--- config.mk ---
export PLATFORM = sky130hd
export DESIGN_NAME = error_injection_sequencer
export DESIGN_NICKNAME = d
export VERILOG_FILES = /design/src/rtl/error_injection_pkg.sv /design/src/rtl/injection_pattern_mac.sv /design/src/rtl/error_injection_sequencer.sv
export SDC_FILE = /design/constraint.sdc
export NUM_CORES = 1
export LEC_CHECK = 0
export CORE_MARGIN = 1
export CORE_UTILIZATION = 55
export DETAILED_ROUTE_END_ITERATION = 6
export PLACE_DENSITY = 0.8
export REMOVE_ABC_BUFFERS = 1
export SYNTH_ARGS = -nofsm -noshare
export SYNTH_HDL_FRONTEND = slang
export SYNTH_SLANG_ARGS = --single-unit
--- constraint.sdc ---
create_clock -name clk -period 11.7 [get_ports clk]
set_clock_uncertainty 0.15 [all_clocks]
set_input_delay 2.34 -clock clk [delete_from_list [all_inputs] [get_ports clk]]
set_output_delay 2.34 -clock clk [all_outputs]
set_load 0.02 [all_outputs]
--- src/rtl/error_injection_pkg.sv ---
// -----------------------------------------------------------------------------
// error_injection_pkg
// Shared definitions for the error injection sequencer:
//   - seq_state_e : sequencer FSM states (IDLE, CALC, DONE)
//   - acc_width() : full-precision accumulator width for one injection sample
//   - saturate()  : clamp a signed value to a signed range of 'width' bits
// -----------------------------------------------------------------------------
package error_injection_pkg;

    typedef enum logic [1:0] {
        IDLE = 2'd0,
        CALC = 2'd1,
        DONE = 2'd2
    } seq_state_e;

    // Headroom: product of tap and symbol, x2, x3 for NRZ scaling, plus the
    // growth from summing 'depth' terms.
    function automatic int acc_width(input int ch_w, input int br_w, input int depth);
        return ch_w + br_w + 3 + $clog2(depth);
    endfunction

    // Works on a 64-bit container so one function serves every output width;
    // callers keep the low 'width' bits of the result.
    function automatic logic signed [63:0] saturate(input logic signed [63:0] value,
                                                    input int                width);
        logic signed [63:0] hi;
        logic signed [63:0] lo;
        hi = (64'sd1 <<< (width - 1)) - 64'sd1;
        lo = -(64'sd1 <<< (width - 1));
        if (value > hi) begin
            return hi;
        end else if (value < lo) begin
            return lo;
        end
        return value;
    endfunction

endpackage

--- src/rtl/injection_pattern_mac.sv ---
// -----------------------------------------------------------------------------
// injection_pattern_mac
// Combinational multiply-accumulate for one trellis pattern. Produces the
// seq_length full-precision normal sums
//   S[j] = sum_k scale * pattern[k] * 2 * channel[cp - k + j]
// where a term exists only if its channel index lies inside the tap vector.
//
// Ports:
//   channel  : tap i at [i*est_channel_bitwidth +: est_channel_bitwidth], signed
//   pattern  : symbol k at [k*branch_bitwidth +: branch_bitwidth], signed
//   nrz_mode : 1 -> scale 3, 0 -> scale 1
//   sums     : sample j at [j*ACC_W +: ACC_W], signed, full precision
// -----------------------------------------------------------------------------
module injection_pattern_mac
    import error_injection_pkg::*;
#(
    parameter int seq_length            = 3,
    parameter int trellis_pattern_depth = 3,
    parameter int branch_bitwidth       = 2,
    parameter int est_channel_bitwidth  = 8,
    parameter int cp                    = 2,
    localparam int N_TAPS = seq_length + trellis_pattern_depth - 1,
    localparam int ACC_W  = acc_width(est_channel_bitwidth, branch_bitwidth,
                                      trellis_pattern_depth)
) (
    input  logic [N_TAPS*est_channel_bitwidth-1:0]          channel,
    input  logic [trellis_pattern_depth*branch_bitwidth-1:0] pattern,
    input  logic                                            nrz_mode,
    output logic [seq_length*ACC_W-1:0]                     sums
);

    logic signed [branch_bitwidth-1:0]      sym;
    logic signed [est_channel_bitwidth-1:0] tap;
    logic signed [ACC_W-1:0]                gain;
    logic signed [ACC_W-1:0]                acc;
    int                                     idx;

    // NOTE: every variable driven here gets a value before any branch, so no
    // path can leave one unassigned and infer a latch.
    always_comb begin
        sums = '0;
        sym  = '0;
        tap  = '0;
        acc  = '0;
        idx  = 0;
        // scale * 2 folded into a single gain
        gain = nrz_mode ? ACC_W'(6) : ACC_W'(2);
        for (int j = 0; j < seq_length; j++) begin
            acc = '0;
            for (int k = 0; k < trellis_pattern_depth; k++) begin
                idx = cp - k + j;
                if (idx >= 0 && idx <= N_TAPS - 1) begin
                    sym = pattern[k*branch_bitwidth +: branch_bitwidth];
                    tap = channel[idx*est_channel_bitwidth +: est_channel_bitwidth];
                    acc = acc + ACC_W'(sym) * ACC_W'(tap) * gain;
                end
            end
            sums[j*ACC_W +: ACC_W] = acc;
        end
    end

endmodule

--- src/rtl/error_injection_sequencer.sv ---
// -----------------------------------------------------------------------------
// error_injection_sequencer
// Generates the normal and polarity-inverted signed error sequences for every
// trellis pattern of a transaction, one pattern per clock, and presents the
// registered result bank with a saturation flag.
//
// Ports:
//   clk, rstb            : clock, asynchronous active-low reset
//   in_valid / in_ready  : request handshake; in_ready is high only in IDLE
//   channel              : tap i at [i*est_channel_bitwidth +: est_channel_bitwidth]
//   trellis_patterns     : pattern p symbol k at
//                          [(p*trellis_pattern_depth + k)*branch_bitwidth +: branch_bitwidth]
//   pattern_enable       : bit p enables pattern p
//   nrz_mode             : scale 3 when set, 1 otherwise
//   out_valid / out_ready: result handshake; out_valid is high only in DONE
//   injection_error_seqs : row r sample j at
//                          [(r*seq_length + j)*est_err_bitwidth +: est_err_bitwidth];
//                          row 2p = normal, row 2p+1 = inverted for pattern p
//   sat_flag             : some result of the current bank was clipped
// All data inputs are captured on accept; later changes are ignored.
// -----------------------------------------------------------------------------
module error_injection_sequencer
    import error_injection_pkg::*;
#(
    parameter int seq_length              = 3,
    parameter int trellis_pattern_depth   = 3,
    parameter int num_of_trellis_patterns = 3,
    parameter int branch_bitwidth         = 2,
    parameter int est_channel_bitwidth    = 8,
    parameter int est_err_bitwidth        = 9,
    parameter int cp                      = 2,
    localparam int N_TAPS   = seq_length + trellis_pattern_depth - 1,
    localparam int CH_VEC_W = N_TAPS * est_channel_bitwidth,
    localparam int PAT_W    = trellis_pattern_depth * branch_bitwidth,
    localparam int PATS_W   = num_of_trellis_patterns * PAT_W,
    localparam int ROW_W    = seq_length * est_err_bitwidth,
    localparam int BANK_W   = 2 * num_of_trellis_patterns * ROW_W
) (
    input  logic                               clk,
    input  logic                               rstb,
    input  logic                               in_valid,
    output logic                               in_ready,
    input  logic [CH_VEC_W-1:0]                channel,
    input  logic [PATS_W-1:0]                  trellis_patterns,
    input  logic [num_of_trellis_patterns-1:0] pattern_enable,
    input  logic                               nrz_mode,
    output logic                               out_valid,
    input  logic                               out_ready,
    output logic [BANK_W-1:0]                  injection_error_seqs,
    output logic                               sat_flag
);

    localparam int ACC_W = acc_width(est_channel_bitwidth, branch_bitwidth,
                                     trellis_pattern_depth);
    localparam int CNT_W = (num_of_trellis_patterns > 1) ? $clog2(num_of_trellis_patterns) : 1;

    seq_state_e state;
    seq_state_e state_next;
    logic       accept;
    logic       last_pattern;

    logic [CNT_W-1:0]                   p_cnt;
    logic [CH_VEC_W-1:0]                ch_q;
    logic [PATS_W-1:0]                  pat_q;
    logic [num_of_trellis_patterns-1:0] en_q;
    logic                               nrz_q;
    logic [BANK_W-1:0]                  bank_q;
    logic                               sat_q;

    logic [PAT_W-1:0]            pat_sel;
    logic [seq_length*ACC_W-1:0] sums;
    logic [ROW_W-1:0]            norm_row;
    logic [ROW_W-1:0]            inv_row;
    logic                        row_clip;

    logic signed [ACC_W-1:0] acc_j;
    logic signed [63:0]      norm_full;
    logic signed [63:0]      inv_full;
    logic signed [63:0]      norm_sat;
    logic signed [63:0]      inv_sat;

    assign last_pattern = (p_cnt == CNT_W'(num_of_trellis_patterns - 1));

    // ---------------- FSM ----------------
    // NOTE: sequential state uses non-blocking assignments so every register
    // samples pre-edge values regardless of block ordering.
    always_ff @(posedge clk or negedge rstb) begin
        if (!rstb) begin
            state <= IDLE;
        end else begin
            state <= state_next;
        end
    end

    always_comb begin
        state_next = state;
        accept     = 1'b0;
        in_ready   = 1'b0;
        out_valid  = 1'b0;
        unique case (state)
            IDLE: begin
                in_ready = 1'b1;
                if (in_valid) begin
                    accept     = 1'b1;
                    state_next = CALC;
                end
            end
            CALC: begin
                if (last_pattern) begin
                    state_next = DONE;
                end
            end
            DONE: begin
                out_valid = 1'b1;
                if (out_ready) begin
                    state_next = IDLE;
                end
            end
            default: state_next = IDLE;
        endcase
    end

    // ---------------- Datapath ----------------
    always_comb begin
        pat_sel = pat_q[int'(p_cnt)*PAT_W +: PAT_W];
    end

    injection_pattern_mac #(
        .seq_length            (seq_length),
        .trellis_pattern_depth (trellis_pattern_depth),
        .branch_bitwidth       (branch_bitwidth),
        .est_channel_bitwidth  (est_channel_bitwidth),
        .cp                    (cp)
    ) u_mac (
        .channel  (ch_q),
        .pattern  (pat_sel),
        .nrz_mode (nrz_q),
        .sums     (sums)
    );

    // Negate at full precision first, then clamp each row on its own, so the
    // inverted row reaches the negative rail even when the normal row clips high.
    always_comb begin
        norm_row  = '0;
        inv_row   = '0;
        row_clip  = 1'b0;
        acc_j     = '0;
        norm_full = '0;
        inv_full  = '0;
        norm_sat  = '0;
        inv_sat   = '0;
        for (int j = 0; j < seq_length; j++) begin
            acc_j     = sums[j*ACC_W +: ACC_W];
            norm_full = 64'(acc_j);
            inv_full  = -norm_full;
            norm_sat  = saturate(norm_full, est_err_bitwidth);
            inv_sat   = saturate(inv_full, est_err_bitwidth);
            norm_row[j*est_err_bitwidth +: est_err_bitwidth] = norm_sat[est_err_bitwidth-1:0];
            inv_row[j*est_err_bitwidth +: est_err_bitwidth]  = inv_sat[est_err_bitwidth-1:0];
            row_clip = row_clip | (norm_sat != norm_full) | (inv_sat != inv_full);
        end
    end

    // NOTE: the result bank is reset explicitly because its all-zero value is
    // visible on the outputs; it is also wiped on accept so no partial bank
    // from an earlier transaction can be read as valid.
    always_ff @(posedge clk or negedge rstb) begin
        if (!rstb) begin
            p_cnt  <= '0;
            ch_q   <= '0;
            pat_q  <= '0;
            en_q   <= '0;
            nrz_q  <= 1'b0;
            bank_q <= '0;
            sat_q  <= 1'b0;
        end else if (accept) begin
            p_cnt  <= '0;
            ch_q   <= channel;
            pat_q  <= trellis_patterns;
            en_q   <= pattern_enable;
            nrz_q  <= nrz_mode;
            bank_q <= '0;
            sat_q  <= 1'b0;
        end else if (state == CALC) begin
            // A disabled pattern still spends its cycle so latency is mask-independent.
            bank_q[(2*int'(p_cnt))*ROW_W +: ROW_W]   <= en_q[p_cnt] ? norm_row : '0;
            bank_q[(2*int'(p_cnt)+1)*ROW_W +: ROW_W] <= en_q[p_cnt] ? inv_row  : '0;
            sat_q <= sat_q | (en_q[p_cnt] & row_clip);
            p_cnt <= last_pattern ? '0 : p_cnt + CNT_W'(1);
        end
    end

    assign injection_error_seqs = bank_q;
    assign sat_flag             = sat_q;

endmodule

== Yosys cells after proc, flatten, opt, wreduce, memory -nomap -nowiden ==
Cells that the tools add are included.
W data, S select, Z words.

* Bits in registers: 229
* Bits in latches: 0
* Bits in writable memories: 0
* ROM bits: 0
* Logic and storage cells: 134
* Memories: 0

* $add $sub $neg: 13
* $mul: 21
* Div/mod/pow operators: 0
* $lt $le $gt $ge: 13
* Equality and inequality tests: 12
* Shift-type cells: 5
* Multiplexer cells: 52
* Bitwise operators: 7
* Reductions and logical operators: 3

{| class="wikitable"
|+ Operators by type and width
! operator !! number
|-
| $mux W64 || 18
|-
| $bwmux W162 || 2
|-
| $mux W162 || 2
|-
| $shift A27 B33 Y162 const A || 2
|-
| $shiftx A27 B33 Y162 || 2
|-
| $gt A64 B9 Y1 const B || 3
|-
| $lt A64 B9 Y1 const B || 3
|-
| $ne A64 B15 Y1 || 3
|-
| $ne A64 B64 Y1 || 3
|-
| $neg A15 Y64 || 3
|-
| $mul A15 B15 Y15 || 9
|-
| $add A15 B15 Y15 || 6
|-
| $mul A2 B8 Y10 || 9
|-
| $mux W27 || 2
|-
| $gt A15 B9 Y1 const B || 3
|-
| $lt A15 B9 Y1 const B || 3
|-
| $neg A8 Y33 || 1
|-
| $neg A9 Y33 || 1
|-
| $mux W1 || 19
|-
| $shiftx A18 B6 Y6 || 1
|-
| $mux W2 || 6
|-
| $mul A4 B5 Y9 const B || 1
|-
| $mul A2 B5 Y7 const B || 1
|-
| $ne A2 B2 Y1 const B || 3
|-
| other kinds (14) || 20
|}

== Logic depth before layout (Yosys ltp) ==
Gate-level depths: netlist of run 1.

* Depth after elaboration: 21
* Depth in mapped cells: 48

== Modules after synthesis ==
From an unflattened synthesis of run 1, not the netlist that was laid out.

* Cells, all modules: 3306
* Area, all modules: 27553.9 sq um

{| class="wikitable"
|+ By module, submodules not included
! module !! times used !! cells an instance !! area an instance (sq um)
|-
| error_injection_sequencer || 1 || 1720 || 14475.1
|-
| injection_pattern_mac || 1 || 1586 || 13078.8
|}

== Least setup slack after synthesis of run 1 ==
Ideal clock, no wire load.

* Path type: reg2reg
* Start: register p_cnt[0]
* End: register bank_q[151] (netlist: injection_error_seqs[151])
* Setup time: 77 ps
* Arrival: 11144 ps
* Slack: 329 ps
* Cell stages (with the launch flop): 45
* Path buffers: 5
* Cells stage by stage: dfrtp_1 -> clkbuf_1 -> clkinv_1 -> nor2_1 -> clkbuf_1 -> a21o_1 -> clkinv_1 -> clkbuf_1 -> nor2_1 -> ha_1 -> ha_1 -> fa_1 -> a21oi_1 -> nor2_1 -> nor2_1 -> o21bai_1 -> a21oi_1 -> xnor2_1 -> [... 9 more ...] -> a211o_1 -> a21boi_1 -> or3_1 -> nand2_1 -> clkbuf_1 -> inv_1 -> clkbuf_1 -> nand3_1 -> ha_1 -> nor4b_1 -> nand3_1 -> nor4_1 -> nand3_1 -> or4_4 -> o32ai_4 -> o21ai_2 -> o32a_1 -> o21ai_1

* Longest elaborated chain between the ends: 16

{| class="wikitable"
|+ Ends and longest elaborated chain
! what !! line !! text
|-
| start, declared || error_injection_sequencer.sv:62 || <nowiki>logic [CNT_W-1:0] p_cnt;</nowiki>
|-
| start signal, assigned || error_injection_sequencer.sv:189 || <nowiki>p_cnt <= last_pattern ? '0 : p_cnt + CNT_W'(1);</nowiki>
|-
| $mul A2 B2 Y4 || error_injection_sequencer.sv:125 || <nowiki>pat_sel = pat_q[int'(p_cnt)*PAT_W +: PAT_W];</nowiki>
|-
| $shiftx A18 B6 Y6 || error_injection_sequencer.sv:125 ||
|-
| $mul A2 B8 Y10 || injection_pattern_mac.sv:55 || <nowiki>acc = acc + ACC_W'(sym) * ACC_W'(tap) * gain;</nowiki>
|-
| $mul A15 B15 Y15 || injection_pattern_mac.sv:55 ||
|-
| $add A15 B15 Y15 (2 in a row) || injection_pattern_mac.sv:55 ||
|-
| $neg A15 Y64 or $lt A15 B9 Y1 (tied branches) || error_injection_sequencer.sv:155, error_injection_pkg.sv:32 ||
|-
| $lt A64 B9 Y1 or $mux W1 (tied branches) || error_injection_pkg.sv:32 || <nowiki>end else if (value < lo) begin</nowiki>
|-
| $mux W1 (on tied branches) || error_injection_pkg.sv:32, error_injection_pkg.sv:30 ||
|-
| $mux W1 or $mux W64 (tied branches) || error_injection_pkg.sv:30, error_injection_pkg.sv:35 ||
|-
| $mux W64 or $mux W27 (tied branches) || error_injection_pkg.sv:35, error_injection_sequencer.sv:186 ||
|-
| $mux W27 or $shiftx A27 B33 Y162 (tied branches) || error_injection_sequencer.sv:187, error_injection_sequencer.sv:186 ||
|-
| $shiftx A27 B33 Y162 or $bwmux W162 (tied branches) || error_injection_sequencer.sv:187, error_injection_sequencer.sv:186 ||
|-
| $bwmux W162 (*) || error_injection_sequencer.sv:187 || <nowiki>bank_q[(2*int'(p_cnt)+1)*ROW_W +: ROW_W] <= en_q[p_cnt] ? inv_row : '0;</nowiki>
|-
| $mux W162 (*) || error_injection_sequencer.sv:184 || <nowiki>end else if (state == CALC) begin</nowiki>
|-
| $mux W162 (*) || error_injection_sequencer.sv:176 || <nowiki>end else if (accept) begin</nowiki>
|-
| end signal, assigned by index || error_injection_sequencer.sv:186 || <nowiki>bank_q[(2*int'(p_cnt))*ROW_W +: ROW_W] <= en_q[p_cnt] ? norm_row : '0;</nowiki>
|-
| end signal, assigned by index || error_injection_sequencer.sv:187 ||
|-
| end, declared || error_injection_sequencer.sv:67 || <nowiki>logic [BANK_W-1:0] bank_q;</nowiki>
|}

Every way passes the cells marked *; elsewhere a longest branch is shown, timed or not. The select of a mux whose other input is x is not followed.
A chain may end at the register's enable or synchronous reset.

== Final worst setup path of run 1 ==
Same ends and word-level chain as after synthesis.

==> results of run 1 <==
==> Yosys cell counts, types with 13 or more instances <==
| cell type | n | area, um2 |
|---|---|---|
| sky130_fd_sc_hd__clkbuf_1 | 119 | 447 |
| sky130_fd_sc_hd__mux2i_1 | 23 | 230 |
| sky130_fd_sc_hd__nand3_1 | 71 | 355 |
| sky130_fd_sc_hd__o211ai_1 | 30 | 225 |
| sky130_fd_sc_hd__nand2_1 | 425 | 1600 |
| sky130_fd_sc_hd__xor2_1 | 23 | 201 |
| sky130_fd_sc_hd__fa_1 | 150 | 3000 |
| sky130_fd_sc_hd__nand2b_1 | 18 | 113 |
| sky130_fd_sc_hd__o21bai_1 | 28 | 210 |
| sky130_fd_sc_hd__buf_1 | 14 | 52.6 |
| sky130_fd_sc_hd__a221oi_1 | 13 | 114 |
| sky130_fd_sc_hd__a211oi_1 | 17 | 128 |
| sky130_fd_sc_hd__o21ai_1 | 19 | 95.1 |
| sky130_fd_sc_hd__a22o_1 | 36 | 315 |
| sky130_fd_sc_hd__and2_1 | 129 | 807 |
| sky130_fd_sc_hd__nand4_1 | 40 | 250 |
| sky130_fd_sc_hd__o221ai_1 | 17 | 149 |
| sky130_fd_sc_hd__a21oi_1 | 144 | 721 |
| sky130_fd_sc_hd__or3_1 | 15 | 93.8 |
| sky130_fd_sc_hd__a22oi_1 | 23 | 173 |
| sky130_fd_sc_hd__a211o_1 | 15 | 131 |
| sky130_fd_sc_hd__nor3_1 | 40 | 200 |
| sky130_fd_sc_hd__o21ai_0 | 147 | 736 |
| sky130_fd_sc_hd__inv_1 | 297 | 1110 |
| sky130_fd_sc_hd__or2_2 | 17 | 106 |
| sky130_fd_sc_hd__a21o_1 | 40 | 300 |
| sky130_fd_sc_hd__nor4_1 | 30 | 188 |
| sky130_fd_sc_hd__dfrtp_1 | 229 | 5730 |
| sky130_fd_sc_hd__nor2_1 | 227 | 852 |
| sky130_fd_sc_hd__o21a_1 | 19 | 143 |
| sky130_fd_sc_hd__nand4b_1 | 16 | 140 |
| sky130_fd_sc_hd__and3_1 | 25 | 156 |
| sky130_fd_sc_hd__xnor2_1 | 79 | 692 |
| sky130_fd_sc_hd__ha_1 | 312 | 3900 |
==> sequential cells by signal, indices dropped and copies added (netlist names) <==
name,count
injection_error_seqs,162
ch_q,40
pat_q,18
en_q,3
p_cnt,2
state,2
nrz_q,1
sat_flag,1
==> per-layer routing <==
layer / part of all wire / vias up / wire length, um
met5: 0.00038 / - / 34
met4: 0.053 / 4 / 4750
met3: 0.076 / 275 / 6750
met2: 0.46 / 1130 / 41200
met1: 0.41 / 11951 / 36400
li1: - / 11142 / -
==> cells in the final DEF, fill, tap and decap left out, types with 40 or more instances in the layout <==
cell | Yosys | final
sky130_fd_sc_hd__xnor2_1 | 79 | 78
sky130_fd_sc_hd__nand4_1 | 40 | 40
sky130_fd_sc_hd__fa_1 | 150 | 150
sky130_fd_sc_hd__clkdlybuf4s50_1 | 0 | 229
sky130_fd_sc_hd__nand3_1 | 71 | 71
sky130_fd_sc_hd__dfrtp_1 | 229 | 228
sky130_fd_sc_hd__buf_4 | 0 | 65
sky130_fd_sc_hd__nand2_1 | 425 | 424
sky130_fd_sc_hd__a21oi_1 | 144 | 138
sky130_fd_sc_hd__and2_1 | 129 | 128
sky130_fd_sc_hd__ha_1 | 312 | 312
sky130_fd_sc_hd__inv_1 | 297 | 297
sky130_fd_sc_hd__nor3_1 | 40 | 40
sky130_fd_sc_hd__nor2_1 | 227 | 223
sky130_fd_sc_hd__o21ai_0 | 147 | 145
==> critical path: cells and delay by family (launching register included) <==
family / cells / cell delay, ps
simple gates: 12 / 2560
xor+xnor: 1 / 170
compound gates: 12 / 3230
flops: 1 / 510
fa+ha+maj: 10 / 3870
buf+inv: 4 / 450
==> cell families (layout without fill, tap and decap cells) <==
group | count (synthesis) | after routing | synth area share
fa+ha+maj | 462 | 462 | 0.268
simple gates | 1108 | 1108 | 0.207
mux | 27 | 27 | 0.0111
buf+inv | 447 | 651 | 0.0654
compound gates | 706 | 706 | 0.192
xor+xnor | 102 | 102 | 0.0346
flops | 229 | 229 | 0.222
==> worst max path at each step <==
stage,startpoint,endpoint,slack (ps),cells past startpoint
after floorplan,p_cnt[0],injection_error_seqs[49],-1500,35
after global placement,p_cnt[0],injection_error_seqs[40],560,36
after detailed placement,p_cnt[0],injection_error_seqs[41],310,36
after CTS,p_cnt[0],injection_error_seqs[41],240,36
after global routing,p_cnt[0],injection_error_seqs[151],6,39
final,p_cnt[0],injection_error_seqs[151],630,39
==> per-stage QoR <==
| step | cell area (um2) | setup TNS (ps) |
|---|---|---|
| global placement | 28800 | 0 |
| floorplan | 25300 | -68140 |
| CTS | 29700 | 0 |
| detailed placement | 28800 | 0 |
| finish | 29800 | 0 |
| global route | 29800 | 0 |
==> cell type report <==
| cell class | count | area (um2) |
|---|---|---|
| Multi-Input combinational cell | 2405 | 18500 |
| Fill cell | 3885 | 16600 |
| Clock buffer | 30 | 717 |
| Clock inverter | 20 | 164 |
| Inverter | 305 | 1150 |
| Sequential cell | 229 | 5730 |
| Timing Repair Buffer | 296 | 2820 |
| Tap cell | 607 | 759 |
==> timing repair <==
action / 4_1_cts / 5_1_grt
setup buffers: 0 / 11
setup endpoints to repair: 0 / 67
resized for setup: 0 / 19
==> results.sh, run 1 <==
export IMPL_outcome="completed"
export IMPL_clkSlewWorstSetupHoldPaths_ps=70
export IMPL_post_synth_cell_area_avg_um2=8.38
export IMPL_min_path_type="register to register"
export IMPL_yosysUniqueCellTypes=103
export IMPL_clock_tree_from_tritoncts="done"
export IMPL_synthesis_yosys_warnings=0
export IMPL_clkLatencyLatePin_ps=600
export IMPL_postRouteAntennaNets=0
export IMPL_post_drt_wl_per_cell_um=22.9
export IMPL_drive_gt1_frac=0.0600
export IMPL_layout_core_utilization=0.642
export IMPL_critPathArrivalTime_ps=11450
export IMPL_gp_congestion=1.03
export IMPL_dp_final_hpwl_mm=69.0
export IMPL_crit_reg2reg_capture="injection_error_seqs[151]"
export IMPL_grt_util_met2=0.608
export IMPL_fin_hold_ws_ps=329
export IMPL_timing_critical_path_required_ps=12080
export IMPL_slew_limit_headroom=0.147
export IMPL_cts_buffers_inserted=27
export IMPL_post_layout_nonfiller_instances=3892
export IMPL_detail_route_wirelength_mm=89.1
export IMPL_floorplan_die_height_um=219
export IMPL_antenna_found_initial=3
export IMPL_fp_dieW_um=219
export IMPL_postLayoutSetupSlackWorst_ps=628
export IMPL_drt_drc_violations_left=0
export IMPL_number_of_levels_in_the_clock_h_tree=1
export IMPL_dp_cells=3831
export IMPL_crit_reg2reg_launch="p_cnt[0]"
export IMPL_port_buffers=230
export IMPL_groute_layer_met3_usage=0.0555
export IMPL_areaGrowthSynthToFinish_pct=15.6
export IMPL_clk_root_buffer_cell="sky130_fd_sc_hd__clkbuf_16"
export IMPL_drt_iter0_drc=2738
export IMPL_met1_usage=0.481
export IMPL_synth_async_reset_ratio=1.00
export IMPL_coreArea_um2=46500
export IMPL_criticalPathCategory="register to register"
export IMPL_grt_start_max_net_pins=116
export IMPL_synth_enable_flop_cells=0
export IMPL_worst_slew_pin_slew_ps=1270
export IMPL_rsz0062_at_grt="false"
export IMPL_crit_fanout=16
export IMPL_avgViaCountPerCell=6.30
export IMPL_rr_worst_depth=39
export IMPL_busiest_layer="met2"
export IMPL_total_number_of_vias=24502
export IMPL_timing_critical_path_from_type="register"
export IMPL_place_worst_setup_slack_ps=306
export IMPL_fp_row_count=79
export IMPL_hold_path_cell_count=2
export IMPL_setup_worst_path_end_class="register"
export IMPL_hold_buffers=0
export IMPL_hold_path_endpoint="injection_error_seqs[155]"
export IMPL_drt_first_pass_iters=6
export IMPL_timing_final_setup_violations=0
export IMPL_rrSetupSlack_ps=630
export IMPL_post_syn_area_um2=25800
export IMPL_grt_pass1_wl_mm=138
export IMPL_period_minus_slack_ps=11070
export IMPL_crit_slowest_cell="sky130_fd_sc_hd__fa_1"
export IMPL_globalRouteOverflowTotal=0
export IMPL_cp_slowest_stage_delay_ps=540
export IMPL_worst_case_clock_buffer_depth=3
export IMPL_fmax_mhz=90.3
export IMPL_antennaDiodeCount=0
export IMPL_clock_sinks=229
export IMPL_timing_max_cap_violations=0
export IMPL_fin_nets=3792
export IMPL_final_max_slew_viol_count=0
export IMPL_timing_hold_violations_final=0
export IMPL_synth_yosys_seq_area_share=0.222
export IMPL_worst_hold_startpoint="injection_error_seqs[155]"
export IMPL_timing_final_crit_share=0.946
export IMPL_grt_pass1_vias=24190
export IMPL_postSynth_topFlopCell="sky130_fd_sc_hd__dfrtp_1"
export IMPL_pin_count=231
export IMPL_postSynthRegisterBits=229
export IMPL_synth_cells=3081
export IMPL_initial_utilization=0.556
export IMPL_grt_total_usage=0.371
export IMPL_floorplan_die_area_um2=47800
Power of run 1 is not shown: default switching activity piles up to over one toggle a cycle in this logic, so the estimate is an artifact.
==> run 2: changes to the inputs <==
Settings changed: CORE_UTILIZATION 55 to 60, PLACE_DENSITY 0.8 to 0.83.
Clock period 11.7 ns to 14.1 ns, I/O delays scaled along.
==> run 2 against run 1 <==
Against the previous run:
- the flow now finishes with violations (design-rule violations)
- die area down 8.3%
- design area down 1.4%
- sequential share of layout area up 0.27 points
- via count up 1.0%
- first-iteration DRC count up 5.2%
- highest routed layer is now met4
- non-clock buffer count down 30
- register-to-register slack better by 380 ps
- critical endpoint is now injection_error_seqs[50]
- count of clock-buffer cells in the layout up 9
==> results.sh, run 2 (synthesis gave the netlist of run 1 again) <==
export IMPL_min_path_type="register to register"
export IMPL_postRouteAntennaNets=0
export IMPL_failed_checks="design-rule violations"
export IMPL_clock_sinks=229
export IMPL_crit_start="p_cnt[1]"
export IMPL_drt_iter0_drc=2880
export IMPL_fin_nets=3762
export IMPL_drt_drc_violations_left=1
export IMPL_timing_critical_path_required_ps=14410
export IMPL_areaGrowthSynthToFinish_pct=14.0
export IMPL_critical_path_top_delay_family="adder cells"
export IMPL_post_drt_wl_per_cell_um=23.5
export IMPL_final_common_cell="sky130_fd_sc_hd__nand2_1"
export IMPL_timing_setup_tns_ps=0
export IMPL_postPlaceCellArea_um2=28600
export IMPL_port_buffers=230
export IMPL_antenna_found_initial=2
export IMPL_cp_slowest_stage_delay_ps=890
export IMPL_slew_limit_headroom=0.116
export IMPL_clkSlewWorstSetupHoldPaths_ps=70
export IMPL_worst_slew_pin_slew_ps=1320
export IMPL_clock_tree_from_tritoncts="done"
export IMPL_setup_worst_path_end_class="register"
export IMPL_cts_buffers_inserted=26
export IMPL_floorplan_die_area_um2=43800
export IMPL_final_max_slew_viol_count=0
export IMPL_timing_final_setup_violations=0
export IMPL_grt_pass1_vias=24658
export IMPL_floorplan_die_height_um=209
export IMPL_num_fill_cells=3200
export IMPL_most_common_layout_cells="424 x sky130_fd_sc_hd__nand2_1, 312 x sky130_fd_sc_hd__ha_1, 297 x sky130_fd_sc_hd__inv_1"
export IMPL_fp_dieW_um=209
export IMPL_seq_area_um2=5730
export IMPL_gp_congestion=1.10
export IMPL_pin_count=231
export IMPL_postLayoutCellArea_um2=29400
export IMPL_multi_input_comb_area_um2=18400
export IMPL_critical_path_n_buffers_inverters=6
export IMPL_crit_reg2reg_launch="p_cnt[1]"
export IMPL_clkLatencyLatePin_ps=600
export IMPL_number_of_levels_in_the_clock_h_tree=1
export IMPL_worst_hold_startpoint="injection_error_seqs[78]"
export IMPL_detail_route_wirelength_mm=89.1
export IMPL_outcome="complete, but fails checks"
export IMPL_grt_start_max_net_pins=84
export IMPL_period_minus_slack_ps=13090
export IMPL_avgViaCountPerCell=6.53
export IMPL_crit_fanout=22
export IMPL_dp_final_hpwl_mm=68.2
export IMPL_globalRouteOverflowTotal=0
export IMPL_rsz0062_at_grt="false"
export IMPL_initial_utilization=0.611
export IMPL_worst_case_clock_buffer_depth=3
export IMPL_drive_gt1_frac=0.0455
export IMPL_total_number_of_vias=24759
export IMPL_criticalPathCategory="register to register"
export IMPL_largest_register_ffs=162
export IMPL_timing_final_crit_share=0.929
export IMPL_clk_root_buffer_cell="sky130_fd_sc_hd__clkbuf_16"
export IMPL_critPathArrivalTime_ps=13400
export IMPL_crit_slowest_cell="sky130_fd_sc_hd__clkinvlp_2"
export IMPL_grt_total_usage=0.405
export IMPL_fmax_mhz=76.4
export IMPL_timing_max_cap_violations=0
export IMPL_drt_first_pass_iters=7
export IMPL_grt_pass1_wl_mm=139
export IMPL_fp_row_count=75
export IMPL_coreArea_um2=42200
export IMPL_timing_hold_violations_final=0
export IMPL_timing_critical_path_from_type="register"
export IMPL_layout_core_utilization=0.697
-- run 2: cell types whose count changed in the layout (fill, tap and decap cells not counted), sizes merged --
cell | before | now
inv | 301 | 298
buf | 67 | 37
clkinvlp | 7 | 3
clkbuf | 30 | 39
diode | 0 | 1
bufinv | 0 | 2
clkinv | 17 | 12
-- run 2: through the flow --
| stage | std cells | hold slack (ps) | setup WS (ps) |
|---|---|---|---|
| finish | 3794 | 327 | 1010 |
| global route | 3793 | 352 | 13.2 |
| CTS | 3792 | 332 | 875 |
| detailed placement | 3744 | 318 | 1090 |
| global placement | 3744 | 311 | 1700 |
| floorplan | 2939 | 295 | 898 |
-- run 2: area by class of cell --
cell class | instances | share of cell area
Multi-Input combinational cell | 2405 | 0.626
Sequential cell | 229 | 0.195
Timing Repair Buffer | 266 | 0.0876
Inverter | 305 | 0.0390
Clock buffer | 39 | 0.0251
Tap cell | 539 | 0.0229
Clock inverter | 9 | 0.00395
Timing Repair inverter | 1 | 0.000170
Antenna cell | 1 | 0.0000850
-- run 2: path summary, 6_finish.rpt --
kind                                       endpoint  slack [ps]  cells past startpoint
min                        injection_error_seqs[78]         330                      2
max                        injection_error_seqs[50]        1010                     40
max in group asynchronous                  p_cnt[0]        9240                      3
max reg2reg                injection_error_seqs[50]        1010                     40
min in group asynchronous  injection_error_seqs[20]        2100                      1
min reg2reg                injection_error_seqs[78]         330                      2
-- run 2: per-layer routing --
metal	track usage	vias up	routed length, um
met5	0	-	0
met4	0.232	0	5660
met3	0.0741	305	7790
met2	0.649	1345	40200
met1	0.516	12027	35500
li1	-	11082	-
-- run 2: worst min-delay path, stage by stage (launching register included) --
cell and delay, ps:
sky130_fd_sc_hd__dfrtp_1 340, sky130_fd_sc_hd__nand2_1 50, sky130_fd_sc_hd__o21ai_0 60
-- run 2: what timing repair did --
action / CTS / global route
setup endpoints to repair: 0 / 21
hold buffers: 0 / 0
setup buffers: 0 / 0
resized for setup: 0 / 1
Power of run 2 is left out for the same reason.
